[config.mk]
export PLATFORM = sky130hd
export DESIGN_NAME = shot_arbiter
export DESIGN_NICKNAME = d
export VERILOG_FILES = /design/src/rtl/shot_arbiter.sv
export SDC_FILE = /design/constraint.sdc
export NUM_CORES = 1
export LEC_CHECK = 0
export CORE_AREA = 10 10 62 64
export DETAILED_ROUTE_END_ITERATION = 8
export DIE_AREA = 0 0 72 74
export GPL_TIMING_DRIVEN = 0
export HOLD_SLACK_MARGIN = 0.12
export PLACE_DENSITY_LB_ADDON = 0.05
export SLEW_MARGIN = 5
export SYNTH_ARGS = -nofsm -noshare
export SYNTH_HDL_FRONTEND = slang
export SYNTH_SLANG_ARGS = --single-unit
[constraint.sdc]
create_clock -name frame_clk -period 2.8 [get_ports frame_clk]
set_input_delay 0.42 -clock frame_clk [delete_from_list [all_inputs] [get_ports frame_clk]]
set_output_delay 0.42 -clock frame_clk [all_outputs]
set_load 0.02 [all_outputs]
[src/rtl/shot_arbiter.sv]
// shot_arbiter: hands out four shared projectile slots to two tanks.
// Each tank is limited by a per-grant cooldown and a per-tank slot cap.
// When both tanks qualify in the same cycle, round-robin picks the winner.
module shot_arbiter #(
  parameter int COOLDOWN     = 30,
  parameter int MAX_PER_TANK = 2
) (
  input  logic       frame_clk,
  input  logic       Reset,
  input  logic       fire_req1,
  input  logic       fire_req2,
  input  logic [3:0] slot_release,
  input  logic       game_over,
  output logic       grant1,
  output logic       grant2,
  output logic [1:0] grant_slot,
  output logic [3:0] slot_busy,
  output logic [3:0] slot_owner,
  output logic       cooldown1_active,
  output logic       cooldown2_active
);

  localparam int              CD_W    = (COOLDOWN < 1) ? 1 : $clog2(COOLDOWN + 1);
  localparam logic [CD_W-1:0] CD_LOAD = CD_W'(COOLDOWN);
  localparam logic [CD_W-1:0] CD_ONE  = CD_W'(1);
  // The cap is clamped to the slot count so it fits the 3-bit occupancy count.
  localparam logic [2:0]      CAP     = (MAX_PER_TANK > 4) ? 3'd4 : 3'(MAX_PER_TANK);

  logic            req1_q, req1_d, req2_q, req2_d;
  logic            pend1_q, pend1_d, pend2_q, pend2_d;
  logic [CD_W-1:0] cd1_q, cd1_d, cd2_q, cd2_d;
  logic            rr_q, rr_d;  // 0: tank 1 has priority, 1: tank 2 has priority
  logic [3:0]      slot_busy_q, slot_busy_d;
  logic [3:0]      slot_owner_q, slot_owner_d;
  logic            grant1_q, grant1_d, grant2_q, grant2_d;
  logic [1:0]      grant_slot_q, grant_slot_d;

  logic [2:0]      own1, own2;
  logic [1:0]      free_slot;
  logic            any_free, rise1, rise2, elig1, elig2, win1, win2;

  function automatic logic [2:0] count_ones(input logic [3:0] v);
    logic [2:0] n;
    n = 3'd0;
    for (int i = 0; i < 4; i++) n = n + {2'b00, v[i]};
    return n;
  endfunction

  // Eligibility, arbitration, slot allocation and next-state for all flops
  always_comb begin
    own1      = count_ones(slot_busy_q & ~slot_owner_q);
    own2      = count_ones(slot_busy_q & slot_owner_q);
    any_free  = ~&slot_busy_q;
    free_slot = 2'd0;
    for (int i = 3; i >= 0; i--) begin
      if (!slot_busy_q[i]) free_slot = 2'(i);
    end

    rise1 = fire_req1 & ~req1_q;
    rise2 = fire_req2 & ~req2_q;

    // Occupancy is taken from the registered busy bits, so a slot released
    // this cycle becomes grantable only in the following cycle.
    elig1 = pend1_q && (cd1_q == '0) && (own1 < CAP) && any_free && !game_over;
    elig2 = pend2_q && (cd2_q == '0) && (own2 < CAP) && any_free && !game_over;
    win1  = elig1 && (!elig2 || !rr_q);
    win2  = elig2 && !win1;

    req1_d       = fire_req1;
    req2_d       = fire_req2;
    grant1_d     = win1;
    grant2_d     = win2;
    grant_slot_d = (win1 || win2) ? free_slot : 2'd0;
    slot_busy_d  = slot_busy_q & ~slot_release;
    slot_owner_d = slot_owner_q;

    // A new edge while a request is already pending is dropped, not queued.
    pend1_d = win1 ? 1'b0 : (pend1_q | rise1);
    pend2_d = win2 ? 1'b0 : (pend2_q | rise2);

    cd1_d = win1 ? CD_LOAD : ((cd1_q != '0) ? cd1_q - CD_ONE : cd1_q);
    cd2_d = win2 ? CD_LOAD : ((cd2_q != '0) ? cd2_q - CD_ONE : cd2_q);

    if (win1)      rr_d = 1'b1;
    else if (win2) rr_d = 1'b0;
    else           rr_d = rr_q;

    if (win1 || win2) begin
      slot_busy_d[free_slot]  = 1'b1;
      slot_owner_d[free_slot] = win2;
    end

    // The edge registers keep tracking the keys, so a key held through
    // game_over does not produce a late edge afterwards.
    if (game_over) begin
      pend1_d      = 1'b0;
      pend2_d      = 1'b0;
      cd1_d        = '0;
      cd2_d        = '0;
      rr_d         = 1'b0;
      slot_busy_d  = 4'b0000;
      slot_owner_d = 4'b0000;
    end
  end

  // State update; reset overrides every other input
  always_ff @(posedge frame_clk) begin
    if (Reset) begin
      req1_q       <= 1'b0;
      req2_q       <= 1'b0;
      pend1_q      <= 1'b0;
      pend2_q      <= 1'b0;
      cd1_q        <= '0;
      cd2_q        <= '0;
      rr_q         <= 1'b0;
      slot_busy_q  <= 4'b0000;
      slot_owner_q <= 4'b0000;
      grant1_q     <= 1'b0;
      grant2_q     <= 1'b0;
      grant_slot_q <= 2'd0;
    end else begin
      req1_q       <= req1_d;
      req2_q       <= req2_d;
      pend1_q      <= pend1_d;
      pend2_q      <= pend2_d;
      cd1_q        <= cd1_d;
      cd2_q        <= cd2_d;
      rr_q         <= rr_d;
      slot_busy_q  <= slot_busy_d;
      slot_owner_q <= slot_owner_d;
      grant1_q     <= grant1_d;
      grant2_q     <= grant2_d;
      grant_slot_q <= grant_slot_d;
    end
  end

  assign grant1           = grant1_q;
  assign grant2           = grant2_q;
  assign grant_slot       = grant_slot_q;
  assign slot_busy        = slot_busy_q;
  assign slot_owner       = slot_owner_q;
  assign cooldown1_active = (cd1_q != '0);
  assign cooldown2_active = (cd2_q != '0);

endmodule
### Word level (Yosys, flattened, before mapping)

Cells that the tools add are included.

* input port bits: 9
* register bits: 27
* output and inout bits: 14

* bitwise logic cells: 13
* add/subtract/negate cells: 8
* reductions and logical operators: 30
* $lt $le $gt $ge: 4
* muxes and demuxes: 14

Operators by type and width (number)
* 2-to-1 mux 5 bit: 4
* AND 4 bit: 3
* logical AND 1 bit: 11
* logical NOT 5 bit: 2
* nonzero test 5 bit: 2
* subtractor 5 x 1 -> 5 bit (second input constant): 2
* 2-to-1 mux 2 bit: 4
* NOT 4 bit: 2
* adder 2 x 1 -> 3 bit: 2
* adder 3 x 1 -> 3 bit: 2
* < comparator 3 x 2 -> 1 bit (second input constant): 2
* nonzero test 2 bit: 3
* OR reduction 3 bit: 2
* logical NOT 1 bit: 5
* adder 1 x 1 -> 2 bit: 2
* bitwise mux 4 bit: 1
* 2-to-1 mux 4 bit: 1
* bitwise OR 4 bit: 1
* AND reduction 4 bit: 1
* OR reduction 2 bit: 2
* < comparator 2 x 3 -> 1 bit (second input constant): 1
* 2-to-1 mux 1 bit: 3
* NOT 1 bit: 3
* AND 1 bit: 2
* 4 further kinds: 6

### Longest topological paths before layout

* depth after elaboration: 16
* gate-level depth with buffers: 7

### Least setup slack after synthesis

No wires, ideal clock.

* path type: reg-to-reg
* start point: register slot_busy_q[0] (netlist: slot_busy[0])
* end point: register cd1_q[0]
* clock period less this slack: 2.238 ns
* library setup time: 0.115 ns
* data required time: 2.685 ns
* slack: 0.562 ns
* path buffers: 1
* arrival: 2.122 ns
* stages on the path, launching flop included: 8
* cells stage by stage: dfxtp_1 > clkbuf_1 > nor2b_1 > fa_1 > nand3b_1 > nand3_1 > a211o_2 > and3_1

* longest elaborated chain between the ends: 12
* elaborated cells on any way between the ends: 22
* classes of those cells: add/sub: 6; order compare: 2; bitwise: 2; reduce/logical: 12

RTL lines
* start: declaration: RTL line 33 `logic [3:0] slot_busy_q, slot_busy_d;`
* start signal: assignment: RTL line 129 `slot_busy_q <= slot_busy_d;`
* AND 4 bit: RTL line 52 `own2 = count_ones(slot_busy_q & slot_owner_q);`
* adder 1 x 1 -> 2 bit: RTL line 45 `for (int i = 0; i < 4; i++) n = n + {2'b00, v[i]};`
* adder 2 x 1 -> 3 bit: RTL line 45
* adder 3 x 1 -> 3 bit: RTL line 45
* < comparator 3 x 2 -> 1 bit: RTL line 65 `elig2 = pend2_q && (cd2_q == '0) && (own2 < CAP) && any_free && !game_over;`
* logical AND 1 bit (3 in series): RTL line 65
* logical NOT 1 bit: RTL line 66 `win1 = elig1 && (!elig2 || !rr_q);`
* logical OR 1 bit: RTL line 66
* logical AND 1 bit *: RTL line 66
* OR reduction 3 bit (no source line) *
* end signal: assignment: RTL line 113 `cd1_q <= '0;`
* end signal: assignment: RTL line 126 `cd1_q <= cd1_d;`
* end: declaration: RTL line 31 `logic [CD_W-1:0] cd1_q, cd1_d, cd2_q, cd2_d;`

Mark *: on every way between the ends. The rest lies on a longest branch, timed or not.
A chain may end at the register's enable or synchronous reset.

### Worst setup path in the final report

* start point: register cd1_q[0]
* end point: output cooldown1_active

* longest elaborated chain between the ends: 1

RTL lines
* nonzero test 5 bit: RTL line 142 `assign cooldown1_active = (cd1_q != '0);`
* end: declaration: RTL line 19 `output logic cooldown1_active,`

Every way passes these cells.

==> out/metrics.csv <==
metric;value;unit
met2 usage;17.35;%
clock share of power;11.0;%
Post-synth ARST share;0;%
Hold Violations, Final;0;
max_cap viols;0;
Most used DFF post-synth;dfxtp_1;
Post-CTS Setup Bufs;0;
CP Capture Type;primary output;
kind of critical path;register to primary output;
CP peak stage delay;580;ps
Avg Cell Area, Syn;9.278;um^2
status;finished, final reports clean;
Worst setup SP type;register;
worst slew pin tran;626.3;ps
Critical Path Fanout Max;5;
Peak VDD IR;0.9401;mV
Final Cycle Share;91.60;%
Worst R2R Path Depth;7;
post-synthesis sequential area ratio;41.03;%
LEAKAGE;0.6202;nW
Core Area;2663;um^2
CTS clk-pin slew, worst paths;130;ps
placed cells;195;
#FFs+latches synth;27;
Vias/cell;5.256;
number of synthesized flops with an enable pin;0;
Sw Pwr;594.9;uW
Layout Nets;184;
number of detailed-route iterations in the first pass;4;
Avg WL per Cell;13.90;um
DRT antenna net count;0;
Setup TNS;0;ps
via count;1046;
CP most frequent cell;inv_1;
worst clock skew;3.177;ps
Resized cells post-CTS;0;
initial antenna violation count;0;
Worst Path Arrival;2140;ps
root buffer cell;clkbuf_4;
switching power share of the total;40.12;%
vias in the first global route;1053;
Die H;74;um
share of layout cells above drive strength 1;8.333;%
IO Port Bufs;22;
number of diodes;0;
final setup vio count;0;
maximum number of pins on one net before global-route repair;15;
crit path cell chain;inv_1 -> ha_1 -> nor4b_2 -> inv_1 -> clkdlybuf4s50_1;
Yosys cell types;40;
syn nets;157;
CTS H-tree depth;1;
die area;5328;um^2
register share of total power;34.0;%
row cnt;19;
Die X;72;um
Synth Instances;142;
Power Total;1.483;mW
RSZ-0062 raised after global routing;false;
CTS tree;built;
Comb pwr share;55.0;%
Critical Path RT;2380;ps
TritonCTS Buffers;3;
hold depth;2;
power density over cell area;925.2;nW/um^2
GR Layer Usage met1;12.86;%
Worst-Skew Late Latency;320;ps
Slew headroom;58.09;%
CTS sink count;27;
Slowest-stage cell, CP;clkdlybuf4s50_1;
Iteration-0 DRC Markers;34;
first-pass GRT wire length;4864;um
grt met3 use;3.856;%
clk buf depth;2;
non-filler instance count after layout;199;
HPWL after DPL;2192;um
hold_buf cts;0;
Int Pwr;888.1;uW
Post-Syn Area;1318;um^2
minimum clock period;2565;ps
Detailed Route WL;2767;um
starting density of the core;49.48;%
total grt overflow;0;
worst hold slack;499.8;ps
Final GP Congestion;0.7351;
YS warnings;0;
hold crit path type;register to register;
Peak Freq;0.3899;GHz
most crowded layer after global routing;met2;
Remaining DRCs;0;
Slew Viols, Final;0;
GRT Overall Usage;11.06;%
area growth from synthesis to final layout;21.65;%
IO Pins;23;
==> kinds of logic after synthesis <==
kind of cell / after synthesis / synth area share (%)
adder cells (fa/ha/maj): 6 / 6.838
buffers and inverters: 12 / 3.989
multiplexers: 5 / 3.799
AND/OR/NAND/NOR: 59 / 27.35
XOR/XNOR: 5 / 3.324
AO/OA/AOI/OAI: 28 / 13.68
flip-flops: 27 / 41.03
==> cell type report <==
class                   count  area (um^2)
fillers                   244         1060
multi-input cells         103        724.4
flip-flops and latches     27        540.5
repair buffers             22        220.2
well taps                  31        38.79
inverters                   8        30.03
clock buffers               4        26.28
plain buffers               4        22.52
==> metal layers <==
| layer | vias to the layer above | share of wire [%] |
|---|---|---|
| met5 | - | 0 |
| met4 | 0 | 1.5 |
| met3 | 4 | 6.4 |
| met2 | 19 | 47 |
| met1 | 480 | 45 |
| li1 | 543 | - |
==> critical path, delay by kind of cell (launching register included) <==
kind	cells	cell delay, ps
buffers and inverters	3	840
DFF	1	360
adders and majority gates	1	170
and+or+nand+nor	1	460
==> state kept, by name (all words and copies together) (netlist names) <==
name and cells:
req2_q 1, cd1_q 5, pend1_q 1, grant_slot 2, cd2_q 5, pend2_q 1
rr_q 1, slot_busy 4, grant1 1, req1_q 1, grant2 1, slot_owner 4
==> Yosys cell counts, types with 2 or more instances <==
| master | count | area share, % |
|---|---|---|
| nor2_1 | 7 | 2.0 |
| fa_1 | 2 | 3.0 |
| o21a_1 | 2 | 1.1 |
| and2_1 | 3 | 1.4 |
| nand2b_1 | 5 | 2.4 |
| nor3_1 | 4 | 1.5 |
| nor2b_1 | 7 | 3.3 |
| xor2_1 | 2 | 1.3 |
| nand2_1 | 13 | 3.7 |
| o21ai_0 | 4 | 1.5 |
| xnor2_1 | 3 | 2.0 |
| clkbuf_1 | 2 | 0.57 |
| inv_1 | 8 | 2.3 |
| a21oi_1 | 15 | 5.7 |
| and3_1 | 4 | 1.9 |
| ha_1 | 4 | 3.8 |
| dfxtp_1 | 27 | 41 |
| mux2i_1 | 5 | 3.8 |
| nor3b_1 | 3 | 1.7 |
| nor4_1 | 2 | 0.95 |
==> path summary, 6_finish.rpt <==
check | from | end | slack (ps)
hold reg to reg | slot_owner[3]$_SDFFE_PP0P_ | slot_owner[3]$_SDFFE_PP0P_ | 500
setup / recovery | cd1_q[0]$_SDFFE_PP0P_ | cooldown1_active | 240
setup reg to reg | slot_busy[0]$_SDFF_PP0_ | cd1_q[0]$_SDFFE_PP0P_ | 450
hold / removal | slot_owner[3]$_SDFFE_PP0P_ | slot_owner[3]$_SDFFE_PP0P_ | 500
==> stage by stage <==
stage,area [um^2],util [%],setup WS [ps]
2_1_floorplan,1318,-,562.4
3_3_place_gp,1577,59.21,467.0
3_5_place_dp,1577,59.21,470.3
4_1_cts,1603,60.20,204.6
5_1_grt,1603,60.20,100.7
6_report,1603,60.20,235.2
==> cell usage in the layout, fill, tap and decap left out, drive strengths merged, types with 2 or more instances in the layout <==
cell type | Yosys | final
dfxtp | 27 | 27
clkdlybuf4s50 | 0 | 22
a21oi | 15 | 15
nand2 | 13 | 13
inv | 8 | 8
nor2b | 7 | 7
nor2 | 7 | 7
clkbuf | 2 | 6
mux2i | 5 | 5
nand2b | 5 | 5
nor3 | 5 | 5
o21ai | 5 | 5
and3 | 4 | 4
ha | 4 | 4
and2 | 3 | 3
nor3b | 3 | 3
xnor2 | 3 | 3
nor4 | 3 | 3
o21a | 2 | 2
xor2 | 2 | 2
fa | 2 | 2
buf | 2 | 2
or3 | 2 | 2
==> power groups by stage <==
stage | registers (mW) | clock network [mW] | logic, mW
global route | 0.512 | 0.187 | 0.901
floorplan | 0.506 | 0 | 0.609
finish | 0.504 | 0.163 | 0.816
CTS | 0.504 | 0.174 | 0.826
global placement | 0.509 | 0 | 0.790
detailed placement | 0.513 | 0 | 0.820
Power figures use the tool's default switching activity.
